File: src/rtl/execute_load_store_req_pkg.sv
// Shared types, constants and helpers for the execute load/store request block.
// Optional misalignment trap is enabled by defining MIST32_LSU_MISALIGN_CHECK_EN.
package execute_load_store_req_pkg;

    typedef enum logic [1:0] {
        SizeByte = 2'd0,
        SizeHalf = 2'd1,
        SizeWord = 2'd2
    } size_e;

    typedef logic [1:0] state_t;

    localparam state_t ST_IDLE = 2'd0;
    localparam state_t ST_REQ  = 2'd1;
    localparam state_t ST_WAIT = 2'd2;
    localparam state_t ST_DONE = 2'd3;

    // Big-endian lanes: bit 3 is the byte at offset 0 (data[31:24]).
    localparam logic [3:0] MASK_BYTE    = 4'b1000;
    localparam logic [3:0] MASK_HALF_HI = 4'b1100;
    localparam logic [3:0] MASK_HALF_LO = 4'b0011;
    localparam logic [3:0] MASK_WORD    = 4'b1111;

    // Encoding 3 is folded onto a word access.
    function automatic size_e func_decode_size(input logic [1:0] raw);
        case (raw)
            2'd0:    return SizeByte;
            2'd1:    return SizeHalf;
            default: return SizeWord;
        endcase
    endfunction

    function automatic logic [3:0] func_byte_mask(input size_e size, input logic [1:0] a);
        case (size)
            SizeByte: return MASK_BYTE >> a;
            SizeHalf: return a[1] ? MASK_HALF_LO : MASK_HALF_HI;
            default:  return MASK_WORD;
        endcase
    endfunction

endpackage

File: src/rtl/execute_load_store_req_if.sv
// Command, data-memory and load-alignment signals of the load/store request block.
// master = the request block itself, slave = execute control / memory / load stage.
interface execute_load_store_req_if #(
    parameter int unsigned P_ADDR_W = 32
);

    logic                cmd_valid;
    logic                cmd_busy;
    logic                cmd_rw;
    logic [1:0]          cmd_size;
    logic                cmd_shift_en;
    logic [P_ADDR_W-1:0] cmd_addr;
    logic [31:0]         cmd_data;

    logic                mem_req;
    logic                mem_busy;
    logic                mem_rw;
    logic [3:0]          mem_mask;
    logic [P_ADDR_W-1:0] mem_addr;
    logic [31:0]         mem_wdata;
    logic                mem_valid;
    logic [31:0]         mem_rdata;

    logic                done_valid;
    logic                done_err;
    logic [3:0]          ld_mask;
    logic [1:0]          ld_shift;
    logic                ld_shift_en;
    logic [31:0]         ld_data;

    modport master (
        input  cmd_valid, cmd_rw, cmd_size, cmd_shift_en, cmd_addr, cmd_data,
        output cmd_busy,
        output mem_req, mem_rw, mem_mask, mem_addr, mem_wdata,
        input  mem_busy, mem_valid, mem_rdata,
        output done_valid, done_err, ld_mask, ld_shift, ld_shift_en, ld_data
    );

    modport slave (
        output cmd_valid, cmd_rw, cmd_size, cmd_shift_en, cmd_addr, cmd_data,
        input  cmd_busy,
        input  mem_req, mem_rw, mem_mask, mem_addr, mem_wdata,
        output mem_busy, mem_valid, mem_rdata,
        input  done_valid, done_err, ld_mask, ld_shift, ld_shift_en, ld_data
    );

endinterface

File: src/rtl/execute_load_store_align.sv
// Combinational byte-mask / byte-shift / store-lane generator for a single access.
module execute_load_store_align
    import execute_load_store_req_pkg::*;
(
    input  size_e       size,
    input  logic [1:0]  addr_lo,
    input  logic [31:0] data,
    output logic [3:0]  mask,
    output logic [1:0]  shift,
    output logic [31:0] lane_data
);

    always_comb begin
        mask      = func_byte_mask(size, addr_lo);
        shift     = addr_lo;
        lane_data = '0;
        case (size)
            // Byte at offset a lands in lane 3-a; ~a is 3-a for a 2-bit offset.
            SizeByte: lane_data = {24'h0, data[7:0]} << {~addr_lo, 3'b000};
            SizeHalf: lane_data = addr_lo[1] ? {16'h0, data[15:0]} : {data[15:0], 16'h0};
            default:  lane_data = data;
        endcase
    end

endmodule

File: src/rtl/execute_load_store_req.sv
// Issues one data-memory access per execute load/store command and returns the load-stage info.
// Define MIST32_LSU_MISALIGN_CHECK_EN to trap misaligned half/word accesses without a bus cycle.
module execute_load_store_req
    import execute_load_store_req_pkg::*;
#(
    parameter int unsigned P_TIMEOUT = 255,
    parameter int unsigned P_ADDR_W  = 32
) (
    input  logic                           iCLOCK,
    input  logic                           inRESET,
    execute_load_store_req_if.master       bus
);

    localparam int unsigned TW = (P_TIMEOUT > 1) ? $clog2(P_TIMEOUT) : 1;
    localparam logic [TW-1:0] TO_LAST = TW'(P_TIMEOUT - 1);

    state_t              state_q, state_d;
    logic                rw_q;
    logic [P_ADDR_W-3:0] addr_q;
    logic [3:0]          mask_q;
    logic [31:0]         wdata_q;
    logic [1:0]          shift_q;
    logic                shift_en_q;
    logic [TW-1:0]       cnt_q;

    logic                done_err_q;
    logic [3:0]          ld_mask_q;
    logic [1:0]          ld_shift_q;
    logic                ld_shift_en_q;
    logic [31:0]         ld_data_q;

    size_e               size_c;
    logic [3:0]          mask_c;
    logic [1:0]          shift_c;
    logic [31:0]         lane_c;
    logic                misalign;
    logic                accept;
    logic                timeout_hit;
    logic                wait_end;

    assign size_c = func_decode_size(bus.cmd_size);

    execute_load_store_align u_align (
        .size      (size_c),
        .addr_lo   (bus.cmd_addr[1:0]),
        .data      (bus.cmd_data),
        .mask      (mask_c),
        .shift     (shift_c),
        .lane_data (lane_c)
    );

`ifdef MIST32_LSU_MISALIGN_CHECK_EN
    assign misalign = ((size_c == SizeHalf) && bus.cmd_addr[0])
                   || ((size_c == SizeWord) && (bus.cmd_addr[1:0] != 2'b00));
`else
    assign misalign = 1'b0;
`endif

    assign accept      = (state_q == ST_IDLE) && bus.cmd_valid;
    assign timeout_hit = (P_TIMEOUT != 0) && (cnt_q == TO_LAST);
    assign wait_end    = (state_q == ST_WAIT) && (bus.mem_valid || timeout_hit);

    always_comb begin
        state_d = state_q;
        case (state_q)
            ST_IDLE: if (bus.cmd_valid) state_d = misalign ? ST_DONE : ST_REQ;
            ST_REQ:  if (!bus.mem_busy) state_d = ST_WAIT;
            ST_WAIT: if (bus.mem_valid || timeout_hit) state_d = ST_DONE;
            default: state_d = ST_IDLE;
        endcase
    end

    always_ff @(posedge iCLOCK) begin
        if (!inRESET) begin
            state_q       <= ST_IDLE;
            rw_q          <= 1'b0;
            addr_q        <= '0;
            mask_q        <= '0;
            wdata_q       <= '0;
            shift_q       <= '0;
            shift_en_q    <= 1'b0;
            cnt_q         <= '0;
            done_err_q    <= 1'b0;
            ld_mask_q     <= '0;
            ld_shift_q    <= '0;
            ld_shift_en_q <= 1'b0;
            ld_data_q     <= '0;
        end else begin
            state_q <= state_d;
            if (accept) begin
                rw_q       <= bus.cmd_rw;
                addr_q     <= bus.cmd_addr[P_ADDR_W-1:2];
                mask_q     <= mask_c;
                wdata_q    <= lane_c;
                shift_q    <= shift_c;
                shift_en_q <= bus.cmd_shift_en;
            end
            // Held at zero through REQ so WAIT always starts counting from 0.
            if (state_q == ST_REQ) begin
                cnt_q <= '0;
            end else if (state_q == ST_WAIT) begin
                cnt_q <= cnt_q + TW'(1);
            end
            if (accept && misalign) begin
                done_err_q    <= 1'b1;
                ld_mask_q     <= mask_c;
                ld_shift_q    <= shift_c;
                ld_shift_en_q <= bus.cmd_shift_en;
                ld_data_q     <= '0;
            end else if (wait_end) begin
                // A response wins over a timeout landing in the same cycle.
                done_err_q    <= !bus.mem_valid;
                ld_mask_q     <= mask_q;
                ld_shift_q    <= shift_q;
                ld_shift_en_q <= shift_en_q;
                ld_data_q     <= (bus.mem_valid && !rw_q) ? bus.mem_rdata : 32'h0;
            end
        end
    end

    assign bus.cmd_busy    = (state_q != ST_IDLE);
    assign bus.mem_req     = (state_q == ST_REQ);
    assign bus.mem_rw      = rw_q;
    assign bus.mem_mask    = mask_q;
    assign bus.mem_addr    = {addr_q, 2'b00};
    assign bus.mem_wdata   = wdata_q;
    assign bus.done_valid  = (state_q == ST_DONE);
    assign bus.done_err    = done_err_q;
    assign bus.ld_mask     = ld_mask_q;
    assign bus.ld_shift    = ld_shift_q;
    assign bus.ld_shift_en = ld_shift_en_q;
    assign bus.ld_data     = ld_data_q;

endmodule

File: src/flat_wrapper.sv
// flat-port wrapper written by rule: the top's interface ports become plain ports
module execute_load_store_req_flat import execute_load_store_req_pkg::*;
#(
    parameter int unsigned P_TIMEOUT = 255,
    parameter int unsigned P_ADDR_W  = 32
)
  (iCLOCK, inRESET, bus_cmd_valid, bus_cmd_rw, bus_cmd_size, bus_cmd_shift_en, bus_cmd_addr, bus_cmd_data, bus_cmd_busy, bus_mem_req, bus_mem_rw, bus_mem_mask, bus_mem_addr, bus_mem_wdata, bus_mem_busy, bus_mem_valid, bus_mem_rdata, bus_done_valid, bus_done_err, bus_ld_mask, bus_ld_shift, bus_ld_shift_en, bus_ld_data);
  execute_load_store_req_if #(.P_ADDR_W(P_ADDR_W)) bus_i ();
  input  logic iCLOCK;
  input  logic inRESET;
  input wire logic [$bits(bus_i.cmd_valid)-1:0] bus_cmd_valid;
  input wire logic [$bits(bus_i.cmd_rw)-1:0] bus_cmd_rw;
  input wire logic [$bits(bus_i.cmd_size)-1:0] bus_cmd_size;
  input wire logic [$bits(bus_i.cmd_shift_en)-1:0] bus_cmd_shift_en;
  input wire logic [$bits(bus_i.cmd_addr)-1:0] bus_cmd_addr;
  input wire logic [$bits(bus_i.cmd_data)-1:0] bus_cmd_data;
  output wire logic [$bits(bus_i.cmd_busy)-1:0] bus_cmd_busy;
  output wire logic [$bits(bus_i.mem_req)-1:0] bus_mem_req;
  output wire logic [$bits(bus_i.mem_rw)-1:0] bus_mem_rw;
  output wire logic [$bits(bus_i.mem_mask)-1:0] bus_mem_mask;
  output wire logic [$bits(bus_i.mem_addr)-1:0] bus_mem_addr;
  output wire logic [$bits(bus_i.mem_wdata)-1:0] bus_mem_wdata;
  input wire logic [$bits(bus_i.mem_busy)-1:0] bus_mem_busy;
  input wire logic [$bits(bus_i.mem_valid)-1:0] bus_mem_valid;
  input wire logic [$bits(bus_i.mem_rdata)-1:0] bus_mem_rdata;
  output wire logic [$bits(bus_i.done_valid)-1:0] bus_done_valid;
  output wire logic [$bits(bus_i.done_err)-1:0] bus_done_err;
  output wire logic [$bits(bus_i.ld_mask)-1:0] bus_ld_mask;
  output wire logic [$bits(bus_i.ld_shift)-1:0] bus_ld_shift;
  output wire logic [$bits(bus_i.ld_shift_en)-1:0] bus_ld_shift_en;
  output wire logic [$bits(bus_i.ld_data)-1:0] bus_ld_data;
  assign bus_i.cmd_valid = bus_cmd_valid;
  assign bus_i.cmd_rw = bus_cmd_rw;
  assign bus_i.cmd_size = bus_cmd_size;
  assign bus_i.cmd_shift_en = bus_cmd_shift_en;
  assign bus_i.cmd_addr = bus_cmd_addr;
  assign bus_i.cmd_data = bus_cmd_data;
  assign bus_cmd_busy = bus_i.cmd_busy;
  assign bus_mem_req = bus_i.mem_req;
  assign bus_mem_rw = bus_i.mem_rw;
  assign bus_mem_mask = bus_i.mem_mask;
  assign bus_mem_addr = bus_i.mem_addr;
  assign bus_mem_wdata = bus_i.mem_wdata;
  assign bus_i.mem_busy = bus_mem_busy;
  assign bus_i.mem_valid = bus_mem_valid;
  assign bus_i.mem_rdata = bus_mem_rdata;
  assign bus_done_valid = bus_i.done_valid;
  assign bus_done_err = bus_i.done_err;
  assign bus_ld_mask = bus_i.ld_mask;
  assign bus_ld_shift = bus_i.ld_shift;
  assign bus_ld_shift_en = bus_i.ld_shift_en;
  assign bus_ld_data = bus_i.ld_data;
  execute_load_store_req #(.P_TIMEOUT(P_TIMEOUT), .P_ADDR_W(P_ADDR_W)) u_core (.iCLOCK(iCLOCK), .inRESET(inRESET), .bus(bus_i));
endmodule
File: config.mk
export PLATFORM = sky130hd
export DESIGN_NAME = execute_load_store_req_flat
export DESIGN_NICKNAME = d
export VERILOG_FILES = /design/src/rtl/execute_load_store_req_pkg.sv /design/src/rtl/execute_load_store_req_if.sv /design/src/rtl/execute_load_store_align.sv /design/src/rtl/execute_load_store_req.sv /design/src/flat_wrapper.sv
export SDC_FILE = /design/constraint.sdc
export NUM_CORES = 1
export LEC_CHECK = 0
export BUFFER_PORTS_ARGS = -buffer_cell sky130_fd_sc_hd__buf_4
export CAP_MARGIN = 20
export CORE_MARGIN = 2
export CORE_UTILIZATION = 51
export DETAILED_ROUTE_END_ITERATION = 8
export PLACE_DENSITY_LB_ADDON = 0.2
export SLEW_MARGIN = 40
export SYNTH_ARGS = -nofsm -noshare
export SYNTH_HDL_FRONTEND = slang
export SYNTH_SLANG_ARGS = --single-unit
File: constraint.sdc
create_clock -name iCLOCK -period 4.7 [get_ports iCLOCK]
set_clock_uncertainty 0.05 [all_clocks]
set_input_delay 0.94 -clock iCLOCK [delete_from_list [all_inputs] [get_ports iCLOCK]]
set_output_delay 0.94 -clock iCLOCK [all_outputs]
set_load 0.005 [all_outputs]
==> flow_metrics.tcl <==
set metrics [dict create \
    worstPathArrival_ns 1.48 \
    power_density_mw_per_mm2 483 \
    hold_viol_final 0 \
    cp_cell_sequence "inv_1 -> ha_1 -> inv_1 -> buf_4" \
    tightest_slew_ns 0.793 \
    drt_iter0_markers 252 \
    die_w_um 102 \
    drv_cap 0 \
    ys_top_cells_by_area "dfxtp_1 49%, nand2_1 11%, o21ai_0 7.2%, a21boi_0 5.4%, nand3_1 4.9%" \
    cts.sinks 120 \
    hold_start "u_core.bus.ld_data[17]" \
    synthAdderAreaFrac_pct 1.78 \
    area_growth_pct 44.8 \
    cp_max_fo 5 \
    grt_usage_pct 26.7 \
    setup_violations 0 \
    max-slew-margin-rel_pct 46.7 \
    dpl-instance-area_mm2 0.00647 \
    wire_per_inst_um 15.3 \
    vias_per_cell 5.38 \
    cts_setup_buffers 0 \
    leakage_nw 3.10 \
    cts_max_path_buffers 2 \
    synth_compound_area_share_pct 21.1 \
    fin_setup_tns_ns 0 \
    cp_common_cell "inv_1" \
    netlist_instances 599 \
    vias 4994 \
    required_ns 3.71 \
    drive_gt1_share_pct 32.3 \
    r2r_start "u_core.state_q[1]" \
    place_hpwl_um 9590 \
    drt-pass1-iter-count 5 \
    cts_root_buf "clkbuf_8" \
    drv_slew 0 \
    start_util_pct 52.9 \
    clk_latency_ns 0.52 \
    synthMuxAreaShare_pct 0.408 \
    synth-edff-count 0 \
    yosysTopAreaCell "dfxtp_1" \
    synthXorXnorAreaFrac_pct 1.07 \
    nets 898 \
    whs_path_depth 2 \
    antenna_cells 0 \
    drc 0 \
    cts_tree "yes" \
    fillers 710 \
    pin_count 217 \
    hp-class "reg2reg" \
    htree_num_levels 4 \
    crit_type "reg2out" \
    ys_seq_elements 120 \
    slowest_delay_ns 0.41 \
    numCtsBuffers 17 \
    synthDistinctLibCells 36 \
    core_mm2 0.00928 \
    syn_avg_cell_area_um2 8.19 \
    fin_crit_sh_pct 52.5 \
    dp.cells 895 \
    antenna_found_initial 0 \
    crit_slowest_cell "dfxtp_1" \
    synth_seq_area_share_pct 48.9 \
    ys_top_cells_by_count "143 x nand2_1, 120 x dfxtp_1, 71 x o21ai_0" \
    reg2reg_setup_slack_ns 2.50 \
    die_area_mm2 0.0104 \
    cts_resized 0 \
    ir_drop_v 0.000311 \
    num_rows 35 \
    power_w 0.00344 \
    ant_nets 0 \
    fp.dieH_um 102 \
    grt_overflow 0 \
    synthSimpleGateAreaFrac_pct 20.5 \
    grt_max_degree 131 \
    portBuffers 214 \
    grt_pass1_vias 4588 \
    grt_pass1_wl_um 21900 \
    clk_pin_slew_ns 0.06 \
    hold_end "u_core.bus.ld_data[17]" \
    fin_cells 928 \
    routed_wl_um 14200 \
    synth_top_area_share_pct 48.9 \
    internal_power_w 0.00238 \
    status "complete, no violations" \
    start_kind "flop" \
    synth_top_family_by_area "compound AO/OA/AOI/OAI gates" \
    max_freq_ghz 0.405 \
    r2r-end "u_core.bus.ld_data[12]" \
    critPathCaptureType "primary output" \
    pwr-share-clk_pct 38.7 \
    synth_ff_type "dfxtp_1" \
    async_flop_share_pct 0 \
    netlist_area_mm2 0.00491 \
    seq_power_share_pct 37.1 \
    yosys_warnings 0 \
    r2r_cells 5 \
    synth.most_common_cell "nand2_1" \
    switching_share_pct 30.7 \
    holdBufCountCts 0 \
    timing.final.crit_period_ns 2.47 \
    rsz0062_at_grt "false" \
    combPwrFrac_pct 24.2 \
    place.gp.congestion 0.845 \
    p_switching_w 0.00106 \
    postLayoutCellArea_mm2 0.00711 \
]
[per-layer routing]
layer  track usage (%)  share of wire (%)  vias to the layer above
li1                  -                  -                     2428
met4              10.8                2.3                        0
met5                 0                  0                        -
met1              32.4                 40                     2336
met3              7.18                6.8                       27
met2              45.1                 51                      203
[worst max-delay path, delay by kind of cell, from the launching register on]
family | cells | cell delay (ns)
adder cells (fa/ha/maj) | 1 | 0.25
buffers and inverters | 3 | 0.30
flip-flops | 1 | 0.41
[power groups by stage]
stage | combinational (W) | clock, W | sequential [W]
after floorplan | 0.000429 | 0 | 0.00129
after global placement | 0.000804 | 0 | 0.00128
after detailed placement | 0.000827 | 0 | 0.00129
after CTS | 0.000830 | 0.00135 | 0.00127
after global routing | 0.000921 | 0.00139 | 0.00129
final | 0.000832 | 0.00133 | 0.00127
[cells by family (layout without fill, tap and decap cells)]
group / after synthesis / after routing
xor gates and xnor gates: 6 / 6
and+or+nand+nor: 236 / 236
adders and majority gates: 7 / 7
other: 1 / 2
buffers and inverters: 66 / 265
muxes: 2 / 2
AOI/OAI and AO/OA: 161 / 161
DFF: 120 / 120
[flip-flops by register name, summed over array words and instances (netlist names)]
register                flops
u_core.addr_q              30
u_core.cnt_q                8
u_core.shift_en_q           1
u_core.state_q              2
u_core.bus.ld_mask          4
u_core.bus.ld_shift_en      1
u_core.bus.ld_shift         2
u_core.bus.done_err         1
u_core.bus.ld_data         32
u_core.bus.mem_wdata       32
u_core.shift_q              2
u_core.bus.mem_rw           1
u_core.bus.mem_mask         4
[stage by stage]
step / setup WS (ns) / util, % / hold WS (ns)
after floorplan: 2.79 / - / 0.394
after global placement: 2.04 / 69.6 / 0.389
after detailed placement: 2.24 / 69.7 / 0.395
after CTS: 2.22 / 76.3 / 0.409
after global routing: 2.12 / 76.5 / 0.426
final: 2.23 / 76.5 / 0.409
[cell type report]
class / count / area [µm²] / share of cell area (%)
flip-flops and latches: 120 / 2400 / 33.8
inverters: 14 / 52.6 / 0.739
well taps: 129 / 161 / 2.27
repair buffers: 219 / 1670 / 23.5
multi-input cells: 414 / 2220 / 31.2
clock buffers: 18 / 418 / 5.88
clock inverters: 14 / 188 / 2.64
[cells in the final DEF (no fill, tap or decap), types with 2 or more instances in the layout]
cell type   instances
o21ai_0            71
ha_1                7
mux2i_1             2
nand4_1             3
inv_1              14
xor2_1              5
conb_1              2
dfxtp_1           120
nand3_1            48
nand2b_1            3
a21oi_1            14
a21boi_0           35
inv_6               6
nand2_1           142
o41ai_1             8
a221oi_1           24
clkbuf_16          16
buf_4             217
bufinv_16           3
and3_1              2
o21ai_1             5
clkinvlp_4          3
nor2_1             29
inv_8               2
[how the worst max path moves through the flow]
stage                                     endpoint  slack, ns  cells past startpoint               from
final                                 bus_cmd_busy       2.23                      4  u_core.state_q[0]
after global routing                  bus_cmd_busy       2.12                      4  u_core.state_q[0]
after CTS                             bus_cmd_busy       2.22                      4  u_core.state_q[0]
after detailed placement         u_core.addr_q[18]       2.24                      5      bus_cmd_valid
after global placement             u_core.cnt_q[1]       2.04                      4            inRESET
after floorplan           u_core.bus.mem_wdata[24]       2.79                      4    bus_cmd_addr[1]
No activity file was read; power rests on OpenSTA's default activity.
